File: config.mk
export PLATFORM = sky130hd
export DESIGN_NAME = viterbi_link_ctrl
export DESIGN_NICKNAME = d
export VERILOG_FILES = /design/src/rtl/viterbi_link_ctrl.sv
export SDC_FILE = /design/constraint.sdc
export NUM_CORES = 1
export LEC_CHECK = 0
export ABC_AREA = 0
export CAP_MARGIN = 40
export CORE_UTILIZATION = 57
export DETAILED_ROUTE_END_ITERATION = 8
export PLACE_DENSITY_LB_ADDON = 0.12
export REMOVE_ABC_BUFFERS = 1
export SYNTH_ARGS = -nofsm -noshare
export SYNTH_HDL_FRONTEND = slang
export SYNTH_SLANG_ARGS = --single-unit
File: constraint.sdc
create_clock -name clk -period 2.45 [get_ports clk]
set_input_delay 0.49 -clock clk [delete_from_list [all_inputs] [get_ports clk]]
set_output_delay 0.49 -clock clk [all_outputs]
set_load 0.02 [all_outputs]
File: src/rtl/viterbi_link_ctrl.sv
// viterbi_link_ctrl
// Frame sequencer for a convolutional-encode / channel / Viterbi-decode link.
// It pulls payload bits from a valid/ready source and drives the encoder input
// and its enable. After the payload it appends TAIL_LEN zero bits to
// terminate the trellis, then waits out the fixed decode latency. A tag
// pipeline of depth DEC_LAT marks which decoded bits are payload bits.
//
// Optional feature: define VTR_ERR_INJ_EN to schedule channel error injection
// on every ERR_PERIOD-th payload bit (err_inj_o is tied low otherwise).
//
// Ports:
//   clk, rst            clock (rising edge), asynchronous active-low reset
//   start_i             begin a frame (sampled only while idle)
//   src_valid_i/_data_i source payload bit and its qualifier
//   src_ready_o         a bit is accepted this cycle when src_valid_i is high
//   encoder_o           bit to link encoder, qualified by enable_encoder_o
//   decoder_i           decoded bit returning from the link
//   dec_data_o          registered decoded bit, qualified by dec_valid_o
//   err_inj_o           error-injection request, aligned with encoder_o
//   word_ct_o           payload bits delivered this frame (saturating)
//   busy_o              sequencer not idle
//   frame_done_o        one-cycle end-of-frame pulse
module viterbi_link_ctrl #(
    parameter int FRAME_LEN  = 256,
    parameter int TAIL_LEN   = 2,
    parameter int DEC_LAT    = 64,
    parameter int ERR_PERIOD = 16
) (
    input  logic        clk,
    input  logic        rst,
    input  logic        start_i,
    input  logic        src_valid_i,
    input  logic        src_data_i,
    output logic        src_ready_o,
    output logic        encoder_o,
    output logic        enable_encoder_o,
    input  logic        decoder_i,
    output logic        dec_data_o,
    output logic        dec_valid_o,
    output logic        err_inj_o,
    output logic [15:0] word_ct_o,
    output logic        busy_o,
    output logic        frame_done_o
);

    localparam int PCW = (FRAME_LEN > 1) ? $clog2(FRAME_LEN) : 1;
    localparam int TCW = (TAIL_LEN > 1) ? $clog2(TAIL_LEN) : 1;
    localparam int DCW = $clog2(DEC_LAT + 1);

    typedef enum logic [2:0] {
        S_IDLE    = 3'd0,
        S_PAYLOAD = 3'd1,
        S_TAIL    = 3'd2,
        S_DRAIN   = 3'd3,
        S_DONE    = 3'd4
    } state_t;

    state_t             state_q, state_d;
    logic [PCW-1:0]     pay_cnt_q, pay_cnt_d;
    logic [TCW-1:0]     tail_cnt_q, tail_cnt_d;
    logic [DCW-1:0]     drain_cnt_q, drain_cnt_d;
    logic               start_s, xfer_s;
    logic               encoder_q, encoder_d;
    logic               enable_q, enable_d;
    logic               tag_q, tag_d;
    logic [DEC_LAT-1:0] tag_pipe_q, tag_pipe_d;
    logic [DEC_LAT:0]   tag_pipe_ext_s;
    logic               dec_valid_q, dec_valid_d;
    logic               dec_data_q;
    logic [15:0]        word_ct_q, word_ct_d;
    logic               frame_done_q, frame_done_d;

    assign start_s     = (state_q == S_IDLE) & start_i;
    // Ready is a pure decode of the state so it drops the cycle after the last transfer.
    assign src_ready_o = (state_q == S_PAYLOAD);
    assign xfer_s      = src_ready_o & src_valid_i;

    // State register.
    always_ff @(posedge clk or negedge rst) begin
        if (!rst) begin
            state_q     <= S_IDLE;
            pay_cnt_q   <= {PCW{1'b0}};
            tail_cnt_q  <= {TCW{1'b0}};
            drain_cnt_q <= {DCW{1'b0}};
        end else begin
            state_q     <= state_d;
            pay_cnt_q   <= pay_cnt_d;
            tail_cnt_q  <= tail_cnt_d;
            drain_cnt_q <= drain_cnt_d;
        end
    end

    // Next-state and phase counters.
    always_comb begin
        state_d     = state_q;
        pay_cnt_d   = pay_cnt_q;
        tail_cnt_d  = tail_cnt_q;
        drain_cnt_d = drain_cnt_q;
        case (state_q)
            S_IDLE: begin
                if (start_i) begin
                    state_d   = S_PAYLOAD;
                    pay_cnt_d = {PCW{1'b0}};
                end else begin
                    state_d = S_IDLE;
                end
            end
            S_PAYLOAD: begin
                if (xfer_s) begin
                    if (pay_cnt_q == PCW'(FRAME_LEN - 1)) begin
                        state_d    = S_TAIL;
                        tail_cnt_d = {TCW{1'b0}};
                    end else begin
                        pay_cnt_d = pay_cnt_q + PCW'(1);
                    end
                end else begin
                    state_d = S_PAYLOAD;
                end
            end
            S_TAIL: begin
                if (tail_cnt_q == TCW'(TAIL_LEN - 1)) begin
                    state_d     = S_DRAIN;
                    drain_cnt_d = {DCW{1'b0}};
                end else begin
                    tail_cnt_d = tail_cnt_q + TCW'(1);
                end
            end
            S_DRAIN: begin
                // One cycle beyond the decode latency lets the last tag leave the pipeline.
                if (drain_cnt_q == DCW'(DEC_LAT)) begin
                    state_d = S_DONE;
                end else begin
                    drain_cnt_d = drain_cnt_q + DCW'(1);
                end
            end
            S_DONE:  state_d = S_IDLE;
            default: state_d = S_IDLE;
        endcase
    end

    // Output and datapath next values.
    always_comb begin
        encoder_d = 1'b0;
        enable_d  = 1'b0;
        tag_d     = 1'b0;
        case (state_q)
            S_PAYLOAD: begin
                if (xfer_s) begin
                    encoder_d = src_data_i;
                    enable_d  = 1'b1;
                    tag_d     = 1'b1;
                end else begin
                    encoder_d = 1'b0;
                    enable_d  = 1'b0;
                    tag_d     = 1'b0;
                end
            end
            S_TAIL: begin
                encoder_d = 1'b0;
                enable_d  = 1'b1;
                tag_d     = 1'b0;
            end
            default: begin
                encoder_d = 1'b0;
                enable_d  = 1'b0;
                tag_d     = 1'b0;
            end
        endcase
        tag_pipe_ext_s = {tag_pipe_q, tag_q};
        tag_pipe_d     = tag_pipe_ext_s[DEC_LAT-1:0];
        dec_valid_d    = tag_pipe_q[DEC_LAT-1];
        frame_done_d   = (state_q == S_DONE);
        if (start_s) begin
            word_ct_d = 16'h0000;
        end else if (dec_valid_d && (word_ct_q != 16'hFFFF)) begin
            word_ct_d = word_ct_q + 16'h0001;
        end else begin
            word_ct_d = word_ct_q;
        end
    end

    // Registered outputs and tag pipeline.
    always_ff @(posedge clk or negedge rst) begin
        if (!rst) begin
            encoder_q    <= 1'b0;
            enable_q     <= 1'b0;
            tag_q        <= 1'b0;
            tag_pipe_q   <= {DEC_LAT{1'b0}};
            dec_valid_q  <= 1'b0;
            dec_data_q   <= 1'b0;
            word_ct_q    <= 16'h0000;
            frame_done_q <= 1'b0;
        end else begin
            encoder_q    <= encoder_d;
            enable_q     <= enable_d;
            tag_q        <= tag_d;
            tag_pipe_q   <= tag_pipe_d;
            dec_valid_q  <= dec_valid_d;
            dec_data_q   <= decoder_i;
            word_ct_q    <= word_ct_d;
            frame_done_q <= frame_done_d;
        end
    end

`ifdef VTR_ERR_INJ_EN
    localparam int ECW = (ERR_PERIOD > 1) ? $clog2(ERR_PERIOD) : 1;

    logic [ECW-1:0] err_cnt_q, err_cnt_d;
    logic           err_q, err_d;

    // Error-injection spacing counter, restarted with every frame.
    always_comb begin
        err_cnt_d = err_cnt_q;
        err_d     = 1'b0;
        if (start_s) begin
            err_cnt_d = {ECW{1'b0}};
        end else if (xfer_s) begin
            if (err_cnt_q == ECW'(ERR_PERIOD - 1)) begin
                err_d     = 1'b1;
                err_cnt_d = {ECW{1'b0}};
            end else begin
                err_cnt_d = err_cnt_q + ECW'(1);
            end
        end else begin
            err_cnt_d = err_cnt_q;
        end
    end

    // Error-injection registers, aligned with the encoder output register.
    always_ff @(posedge clk or negedge rst) begin
        if (!rst) begin
            err_cnt_q <= {ECW{1'b0}};
            err_q     <= 1'b0;
        end else begin
            err_cnt_q <= err_cnt_d;
            err_q     <= err_d;
        end
    end

    assign err_inj_o = err_q;
`else
    // The injection period only matters when injection is compiled in.
    localparam int ERR_PERIOD_UNUSED = ERR_PERIOD;
    assign err_inj_o = 1'b0;
`endif

    assign encoder_o        = encoder_q;
    assign enable_encoder_o = enable_q;
    assign dec_valid_o      = dec_valid_q;
    assign dec_data_o       = dec_data_q;
    assign word_ct_o        = word_ct_q;
    assign busy_o           = (state_q != S_IDLE);
    assign frame_done_o     = frame_done_q;

endmodule
==> results of run 1 <==
-- synthesized netlist by cell type (2+ instances only) --
master / count
or4_1: 2
and3_1: 7
o31ai_1: 3
a21o_1: 3
xor2_1: 6
o21bai_1: 2
inv_1: 10
nor3_1: 5
a22o_1: 2
dfrtp_1: 105
nand2_1: 17
o22ai_1: 2
and2_1: 2
nand4_2: 2
clkbuf_1: 3
nand4_1: 8
o21ai_0: 14
ha_1: 4
nor2_1: 10
nand3_1: 12
a31oi_1: 4
nor2b_1: 2
nor4_1: 3
or3_2: 3
a21oi_1: 12
or3_1: 5
a211o_1: 2
nand2b_1: 3
-- layer usage --
layer | up-vias | wire length [µm] | global-route usage [%]
met5 | - | 0 | 0
met4 | 0 | 125 | 8.62
met3 | 10 | 180 | 5.67
met2 | 35 | 3010 | 31.4
met1 | 1147 | 3020 | 27.6
li1 | 1091 | - | -
-- worst max-delay path, delay by kind of cell (launching register included) --
kind,cells,cell delay [ps]
simple gates,1,250
flops,1,420
buf+inv,3,810
-- timing repair --
item,4_1_cts,5_1_grt
resized for setup,0,0
hold endpoints to repair,8,0
hold buffers,1,0
-- cells by family (layout without fill, tap and decap cells) --
kind of cell	after synthesis	after routing	share of synthesized area, %
other	1	1	0.0998
adders and majority gates	4	4	1.33
xor gates and xnor gates	6	6	1.40
muxes	1	1	0.266
and+or+nand+nor	92	92	14.2
AOI/OAI and AO/OA	57	57	11.1
buffers and inverters	15	59	1.63
DFF	105	105	70.0
-- placed cells by master, fill, tap and decap left out, types with 2 or more instances in the layout --
| cell type | count |
|---|---|
| buf_4 | 5 |
| nand4_1 | 8 |
| a21oi_1 | 12 |
| inv_1 | 10 |
| a22o_1 | 2 |
| clkdlybuf4s50_1 | 27 |
| nor2_1 | 10 |
| o22ai_1 | 2 |
| or3_1 | 5 |
| dfrtp_1 | 105 |
| a211o_1 | 2 |
| nor3_1 | 5 |
| clkbuf_8 | 10 |
| and2_1 | 2 |
| a31oi_1 | 4 |
| nand3_1 | 12 |
| xor2_1 | 6 |
| a21o_1 | 3 |
| ha_1 | 4 |
| o21bai_1 | 2 |
| or4_1 | 2 |
| o31ai_1 | 3 |
| nor2b_1 | 2 |
| nand4_2 | 2 |
| o21ai_0 | 14 |
| nand2b_1 | 3 |
| nor4_1 | 3 |
| nand2_1 | 17 |
| or3_2 | 3 |
| and3_1 | 7 |
-- path summary, 6_finish.rpt --
| check | startpoint | to | slack (ps) |
|---|---|---|---|
| min in group asynchronous | rst | tag_pipe_q[44] | 510 |
| worst max register to register | word_ct_o[0] | word_ct_o[14] | 320 |
| worst min-delay path | tag_pipe_q[58] | tag_pipe_q[59] | 350 |
| worst min register to register | tag_pipe_q[58] | tag_pipe_q[59] | 350 |
| max in group asynchronous | rst | tag_pipe_q[54] | 1260 |
| worst max-delay path | state_q[0] | busy_o | 130 |
-- area by class of cell --
| class | count | area share, % |
|---|---|---|
| repair buffers | 34 | 7.74 |
| well taps | 77 | 2.21 |
| inverters | 10 | 0.860 |
| flip-flops and latches | 105 | 60.2 |
| clock buffers | 10 | 3.15 |
| multi-input cells | 161 | 24.4 |
| clock inverters | 5 | 1.43 |
-- where the power goes --
part           internal, mW  total [mW]  switching (mW)  leakage, nW
clock network         0.504        1.06           0.559        0.101
registers              1.97        2.08           0.110         1.37
logic                 0.166       0.434           0.267        0.565
total                  2.65        3.58           0.936         2.04
-- state kept, by name, summed over array words and instances (netlist names) --
signal and count:
tag_pipe_q 64, tag_q 1, dec_data_o 1, word_ct_o 16
enable_encoder_o 1, tail_cnt_q 1, drain_cnt_q 7, frame_done_o 1
encoder_o 1, state_q 3, pay_cnt_q 8, dec_valid_o 1
==> results by group, run 1 <==
Status
  • Status: finished clean

STA
  • RSZ-0062 raised after global routing: no
  • Setup Skew: 7.69 ps
  • Max Fclk: 0.432 GHz
  • Setup-failing EPs final: 0
  • Setup tns final: 0 ps
  • Slew HR: 58.0%
  • Worst slew pin tran: 625 ps
  • Pins Over Slew Limit: 0
  • Post-route setup slack: 133 ps
  • Final period util: 94.6%
  • Minimum clock period: 2320 ps
  • Hold Slack: 353 ps
  • Fin. Hold Viols: 0

Worst setup path
  • Required @ worst endpoint: 1960 ps
  • Worst path slowest cell: clkdlybuf4s50_1
  • WP data arrival: 1830 ps
  • Crit path max fanout: 17
  • Worst Reg-to-Reg Cells: 5
  • Critical Path Max Stage Delay: 540 ps
  • CP Capture Type: output pin
  • Critical path cell sequence: buf_4 > nor3_1 > inv_1 > clkdlybuf4s50_1
  • Setup CP Type: reg -> out
  • Crit path launch type: register

Clock network
  • Num CTS Buffers: 9
  • Clock Latency Late Sink: 350 ps
  • Clock Pin Slew Worst Setup and Hold Paths: 100 ps
  • Root Buffer: clkbuf_8
  • Clock sink total: 105
  • CTS H-tree lvls: 3
  • Post-CTS setup repair buffer count: 0
  • Longest Clk Path Bufs: 2
  • CTS tree: done

Layout
  • FILL cells: 467
  • Area grow syn2layout: 16.3%
  • Final #Nets: 331
  • Post-Layout Cell Count: 402
  • Reg area: 2630 µm²
  • Fraction of layout instances using a drive strength above 1: 10.8%
  • Final Cell Area: 4370 µm²
  • Final core utilization: 68.8%
  • ANT cells: 0
  • Multi-input logic area: 1070 µm²

Yosys
  • Mean Syn Cell Area: 13.4 µm²
  • EDFF count, synth: 0
  • Ys flop type: dfrtp_1
  • Ys Warns: 0
  • Yosys reg bits: 105
  • Top cells by area, synth: dfrtp_1 (70%), o21ai_0 (1.9%), nand2_1 (1.7%)
  • Seq/Total Area, Yosys: 70.0%
  • Share of the synthesized area in the top cell type: 70.0%
  • Synth Cell Area: 3760 µm²
  • Synthesized instance count: 281
  • Post-synth ARST share: 100%
  • Synth cell types: 56
  • Area leader, netlist: dfrtp_1

Power and ir drop
  • Leakage: 2.04 nW
  • Max IR drop VDD: 0.000547 V
  • Pwr dens: 820 nW/µm²
  • Pwr Total: 3.58 mW

Placed design
  • Cell Area, Placed: 4160 µm²
  • Setup WS pre-CTS: 352 ps
  • Port bufs: 28
  • Dpl cells: 386
  • DP Wirelength: 4070 µm
  • Gpl congestion: 0.847

Global route
  • GR Overflow Total: 0
  • Gr usage total: 20.4%
  • Initial antenna violation count: 0
  • Largest net degree at the start of global routing: 61
  • First-pass GRT wire length: 11000 µm
  • Vias in the first global route: 2335

Floorplan
  • Core area: 6350 µm²
  • # IOs: 30
  • DIE HEIGHT: 83.2 µm
  • Starting Density: 59.2%
  • Total Die Area: 6920 µm²
  • Die width: 83.2 µm
  • Num rows: 29

Routing
  • DR pass1 iterations: 4
  • Routed wire length: 6340 µm
  • Detailed-route vias per instance: 5.68
  • Number of routed nets with antenna violations: 0
  • Detailed-route via count: 2283
  • Initial DRC count: 81
  • WL per Instance: 15.8 µm
  • DRC: 0

Worst hold path
  • Hold depth: 0
  • Hold WC Path Type: reg -> reg

Flow run
  • Max cap viols: 0
Note: power is estimated with default switching activity, not from simulation.
==> run 2: changes to the inputs <==
==> constraint.sdc (replaced) <==
create_clock -name clk -period 2.45 [get_ports clk]
set_input_delay 0.49 -clock clk [delete_from_list [all_inputs] [get_ports clk]]
set_output_delay 0.49 -clock clk [all_outputs]
set_load 0.005 [all_outputs]
==> run 2 against run 1 <==
  * Clock-buffer cell count did not move
  * Cell area rose by 0.11%
  * Maximum frequency grew 1.9%
  * Die area is the same
  * Critical path depth is 1 lower
  * Clock power hardly changed
  * Global-route usage increased by 0.13 points
  * Worst hold slack worse by 220 ps
  * Critical path type unchanged
  * Sequential power hardly changed
  * Critical endpoint is now src_ready_o
  * Largest power group unchanged
  * Combinational power shrank 11%
  * Worst setup slack better by 43 ps
==> results by group, run 2 (synthesis results as in run 1) <==
STA
  • Worst slew pin tran: 619 ps
  • Slew HR: 58.4%
  • RSZ-0062 raised after global routing: no
  • Setup-failing EPs final: 0
  • Fin. Hold Viols: 0
  • Minimum clock period: 2270 ps
  • Max Fclk: 0.440 GHz
  • Final period util: 92.8%
  • Post-route setup slack: 176 ps
  • Hold Slack: 137 ps
  • Setup Skew: 13.7 ps
  • Setup tns final: 0 ps
  • Pins Over Slew Limit: 0

Floorplan
  • # IOs: 30
  • Starting Density: 59.2%
  • Num rows: 29
  • Die width: 83.2 µm
  • Core area: 6350 µm²
  • Total Die Area: 6920 µm²
  • DIE HEIGHT: 83.2 µm

Clock network
  • Longest Clk Path Bufs: 2
  • Hold-fix buffers, CTS: 0
  • Root Buffer: clkbuf_8
  • Clock Latency Late Sink: 360 ps
  • Clock sink total: 105
  • CTS tree: done
  • Clock Pin Slew Worst Setup and Hold Paths: 100 ps
  • Num CTS Buffers: 9
  • CTS H-tree lvls: 3

Placed design
  • Gpl congestion: 0.894
  • Port bufs: 28
  • Setup WS pre-CTS: 390 ps
  • Dpl cells: 386
  • DP Wirelength: 4100 µm
  • Cell Area, Placed: 4160 µm²

Routing
  • Initial DRC count: 94
  • DRT met1 WL: 2880 µm
  • Number of routed nets with antenna violations: 0
  • Routed wire length: 6220 µm
  • Met2 Routed Length: 3000 µm
  • DRC: 0
  • DR top layer: met4
  • Detailed-route vias per instance: 5.71
  • Routed wl met3: 203 µm
  • Detailed-route via count: 2296
  • WL per Instance: 15.5 µm
  • DR pass1 iterations: 4

Flow run
  • Max cap viols: 0

Worst setup path
  • CP top delay family: buffers and inverters
  • CP Capture Type: output pin
  • Crit path launch type: register
  • Required @ worst endpoint: 1960 ps
  • Crit path max fanout: 11
  • Critical path cell sequence: inv_1 > nor3_1 > clkdlybuf4s50_1
  • R2r startpoint: word_ct_o[0]
  • Critical Path Max Stage Delay: 560 ps
  • Worst path depth: 3
  • Crit path buf inv count: 2
  • Worst Reg-to-Reg Cells: 5
  • WP data arrival: 1780 ps
  • Setup CP Type: reg -> out
  • Worst path slowest cell: clkdlybuf4s50_1
  • FF-to-FF setup slack: 350 ps
  • FF-to-FF End: word_ct_o[14]

Layout
  • Most frequent cells in the layout: dfrtp_1 (105), clkdlybuf4s50_1 (27), nand2_1 (17)
  • Final core utilization: 68.8%
  • FILL cells: 454
  • Max reg flops: 64
  • ANT cells: 0
  • Final Cell Area: 4370 µm²
  • Area grow syn2layout: 16.4%
  • Largest Register: tag_pipe_q
  • Post-Layout Cell Count: 402
  • Most common cell after layout, fill and taps aside: dfrtp_1
  • Final #Nets: 330
  • Fraction of layout instances using a drive strength above 1: 11.4%

Global route
  • Initial antenna violation count: 0
  • Vias in the first global route: 2254
  • Largest net degree at the start of global routing: 50
  • Gr usage total: 20.5%
  • GR Overflow Total: 0
  • First-pass GRT wire length: 10800 µm

Worst hold path
  • Hold WC Path Type: in -> async

Power and ir drop
  • Max IR drop VDD: 0.000641 V
  • Leakage: 2.05 nW
  • Pwr Total: 3.57 mW
  • Pwr dens: 818 nW/µm²

Status
  • Status: finished clean
## run 2: cell count changes in the layout (fill, tap and decap cells not counted), sizes merged
cell         delta
clkinv          +1
inv             +1
clkinvlp        -1
dlygate4sd3     -1
## run 2: worst max path at each step
| stage | to | startpoint |
|---|---|---|
| after detailed placement | word_ct_o[14] | word_ct_o[0] |
| after floorplan | word_ct_o[9] | word_ct_o[0] |
| after global routing | src_ready_o | state_q[0] |
| after CTS | busy_o | state_q[0] |
| final | src_ready_o | state_q[0] |
| after global placement | pay_cnt_q[3] | src_valid_i |
## run 2: layer usage
metal	up-vias	global-route usage, %
li1	1089	-
met1	1150	28.5
met2	43	31.0
met3	14	5.77
met4	0	8.31
met5	-	0
## run 2: where the power goes
group / total (mW) / switching [mW] / leakage [nW] / internal [mW]
registers: 2.10 / 0.124 / 1.37 / 1.97
clock network: 1.09 / 0.576 / 0.109 / 0.515
logic: 0.386 / 0.220 / 0.565 / 0.166
total: 3.57 / 0.920 / 2.05 / 2.66
## run 2: what timing repair did
action,in CTS,in global routing
endpoints found under the setup margin,0,1
gates resized for setup,0,1
buffers inserted,0,0
## run 2: cell type report
| cell class | count | area (µm²) | share of cell area [%] |
|---|---|---|---|
| flip-flops and latches | 105 | 2630 | 60.1 |
| multi-input cells | 161 | 1070 | 24.5 |
| repair buffers | 33 | 328 | 7.50 |
| clock buffers | 10 | 138 | 3.15 |
| well taps | 77 | 96.3 | 2.20 |
| clock inverters | 6 | 72.6 | 1.66 |
| inverters | 10 | 37.5 | 0.859 |
==> run 3: changes to the inputs <==
--- a/config.mk
+++ b/config.mk
@@ -6,8 +6,7 @@
 export NUM_CORES = 1
 export LEC_CHECK = 0
 export ABC_AREA = 0
-export CAP_MARGIN = 40
-export CORE_UTILIZATION = 57
+export CORE_UTILIZATION = 40
 export DETAILED_ROUTE_END_ITERATION = 8
 export PLACE_DENSITY_LB_ADDON = 0.12
 export REMOVE_ABC_BUFFERS = 1
==> run 3 against run 2 <==
  * Clock power decreased by 6%
  * Register-to-register slack about the same
  * Sequential power is essentially flat
  * Flip-flop and latch count unchanged
==> results by group, run 3 (synthesis results as in run 1) <==
Layout
  • ANT cells: 0
  • Most common cell after layout, fill and taps aside: dfrtp_1
  • Post-Layout Cell Count: 434
  • Final core utilization: 49.4%
  • Final #Nets: 331
  • FILL cells: 769
  • Most frequent cells in the layout: dfrtp_1 (105), clkdlybuf4s50_1 (27), nand2_1 (17)
  • Max reg flops: 64
  • Area grow syn2layout: 17.0%
  • Fraction of layout instances using a drive strength above 1: 11.7%
  • Final Cell Area: 4390 µm²
  • Reg area: 2630 µm²
  • Multi-input logic area: 1070 µm²
  • Largest Register: tag_pipe_q

Worst setup path
  • CP Capture Type: output pin
  • Required @ worst endpoint: 1960 ps
  • Worst path slowest cell: clkdlybuf4s50_1
  • Worst Reg-to-Reg Cells: 5
  • R2r startpoint: word_ct_o[1]
  • WP data arrival: 1750 ps
  • Critical path cell sequence: buf_4 > nor3_1 > inv_1 > clkdlybuf4s50_1
  • Crit path launch type: register
  • Setup CP Type: reg -> out
  • FF-to-FF setup slack: 360 ps
  • Crit path max fanout: 19
  • FF-to-FF End: word_ct_o[14]
  • Critical Path Max Stage Delay: 450 ps

Clock network
  • Clock sink total: 105
  • Post-CTS setup repair buffer count: 0
  • CTS tree: done
  • Clock Pin Slew Worst Setup and Hold Paths: 100 ps
  • Longest Clk Path Bufs: 2
  • Clock Latency Late Sink: 360 ps
  • CTS H-tree lvls: 3
  • Root Buffer: clkbuf_8
  • Num CTS Buffers: 9

Global route
  • GR Overflow Total: 0
  • First-pass GRT wire length: 11900 µm
  • Initial antenna violation count: 0
  • Largest net degree at the start of global routing: 41
  • Gr usage total: 15.8%
  • Vias in the first global route: 2374

Placed design
  • Setup WS pre-CTS: 394 ps
  • Port bufs: 28
  • Dpl cells: 418
  • Cell Area, Placed: 4190 µm²
  • DP Wirelength: 4300 µm
  • Gpl congestion: 0.745

Status
  • Status: finished clean

STA
  • Setup Skew: 13.3 ps
  • Hold Slack: 81.2 ps
  • Setup-failing EPs final: 0
  • Fin. Hold Viols: 0
  • Slew HR: 61.7%
  • Post-route setup slack: 205 ps
  • Minimum clock period: 2240 ps
  • Final period util: 91.6%
  • RSZ-0062 raised after global routing: no
  • Setup tns final: 0 ps
  • Worst slew pin tran: 573 ps
  • Max Fclk: 0.445 GHz
  • Pins Over Slew Limit: 0

Routing
  • Detailed-route vias per instance: 5.28
  • Detailed-route via count: 2291
  • DRT met1 WL: 3360 µm
  • Routed wire length: 6740 µm
  • DR top layer: met4
  • DRC: 0
  • DR pass1 iterations: 4
  • Routed wl met3: 280 µm
  • Met2 Routed Length: 3030 µm
  • WL per Instance: 15.5 µm
  • Number of routed nets with antenna violations: 0
  • Initial DRC count: 90

Floorplan
  • Starting Density: 42.2%
  • Die width: 98.9 µm
  • Total Die Area: 9780 µm²
  • # IOs: 30
  • Num rows: 34
  • Core area: 8890 µm²
  • DIE HEIGHT: 98.9 µm

Power and ir drop
  • Pwr dens: 796 nW/µm²
  • Leakage: 2.03 nW
  • Pwr Total: 3.50 mW
  • Max IR drop VDD: 0.000385 V

Flow run
  • Max cap viols: 0

Worst hold path
  • Hold WC Path Type: in -> async
## run 3: cell count changes in the layout (fill, tap and decap cells not counted)
cell,delta
clkinvlp_4,+2
buf_12,-1
clkinv_8,+1
inv_6,-1
bufinv_16,-1
buf_4,+2
clkinv_2,-1
## run 3: metal layers
metal	global-route usage, %	up-vias
met5	0	-
met4	5.63	0
met1	22.4	1147
met2	23.5	42
met3	4.33	6
li1	-	1096
## run 3: how the worst max path moves through the flow
stage                   endpoint          from  cells after the start  slack, ps
detailed placement  pay_cnt_q[3]   src_valid_i                      5        390
global placement    pay_cnt_q[3]   src_valid_i                      5        450
CTS                  src_ready_o    state_q[1]                      2         80
global route              busy_o    state_q[0]                      4         40
floorplan           word_ct_o[9]  word_ct_o[0]                      5        550
finish                    busy_o    state_q[0]                      4        210
## run 3: cell type report
class / instances / area share [%]
sequential: 105 / 59.8
multi-input combinational: 161 / 24.4
clock inverter: 6 / 1.37
inverter: 10 / 0.854
clock buffer: 10 / 3.13
timing repair buffer: 34 / 7.35
tap: 108 / 3.08
## run 3: where the power goes
part / total, mW / leakage, nW / switching [mW] / internal, mW
combinational: 0.390 / 0.565 / 0.236 / 0.154
sequential: 2.08 / 1.37 / 0.109 / 1.97
clock: 1.02 / 0.0938 / 0.605 / 0.418
## run 3: worst max-delay path: cells and delay by family, from the launching register on
kind	cells	cell delay, ps
buf+inv	3	720
flops	1	390
simple gates	1	290
## run 3: what timing repair did
action / CTS / global route
setup endpoints to repair: 0 / 1
resized for setup: 0 / 1
hold buffers: 0 / 0
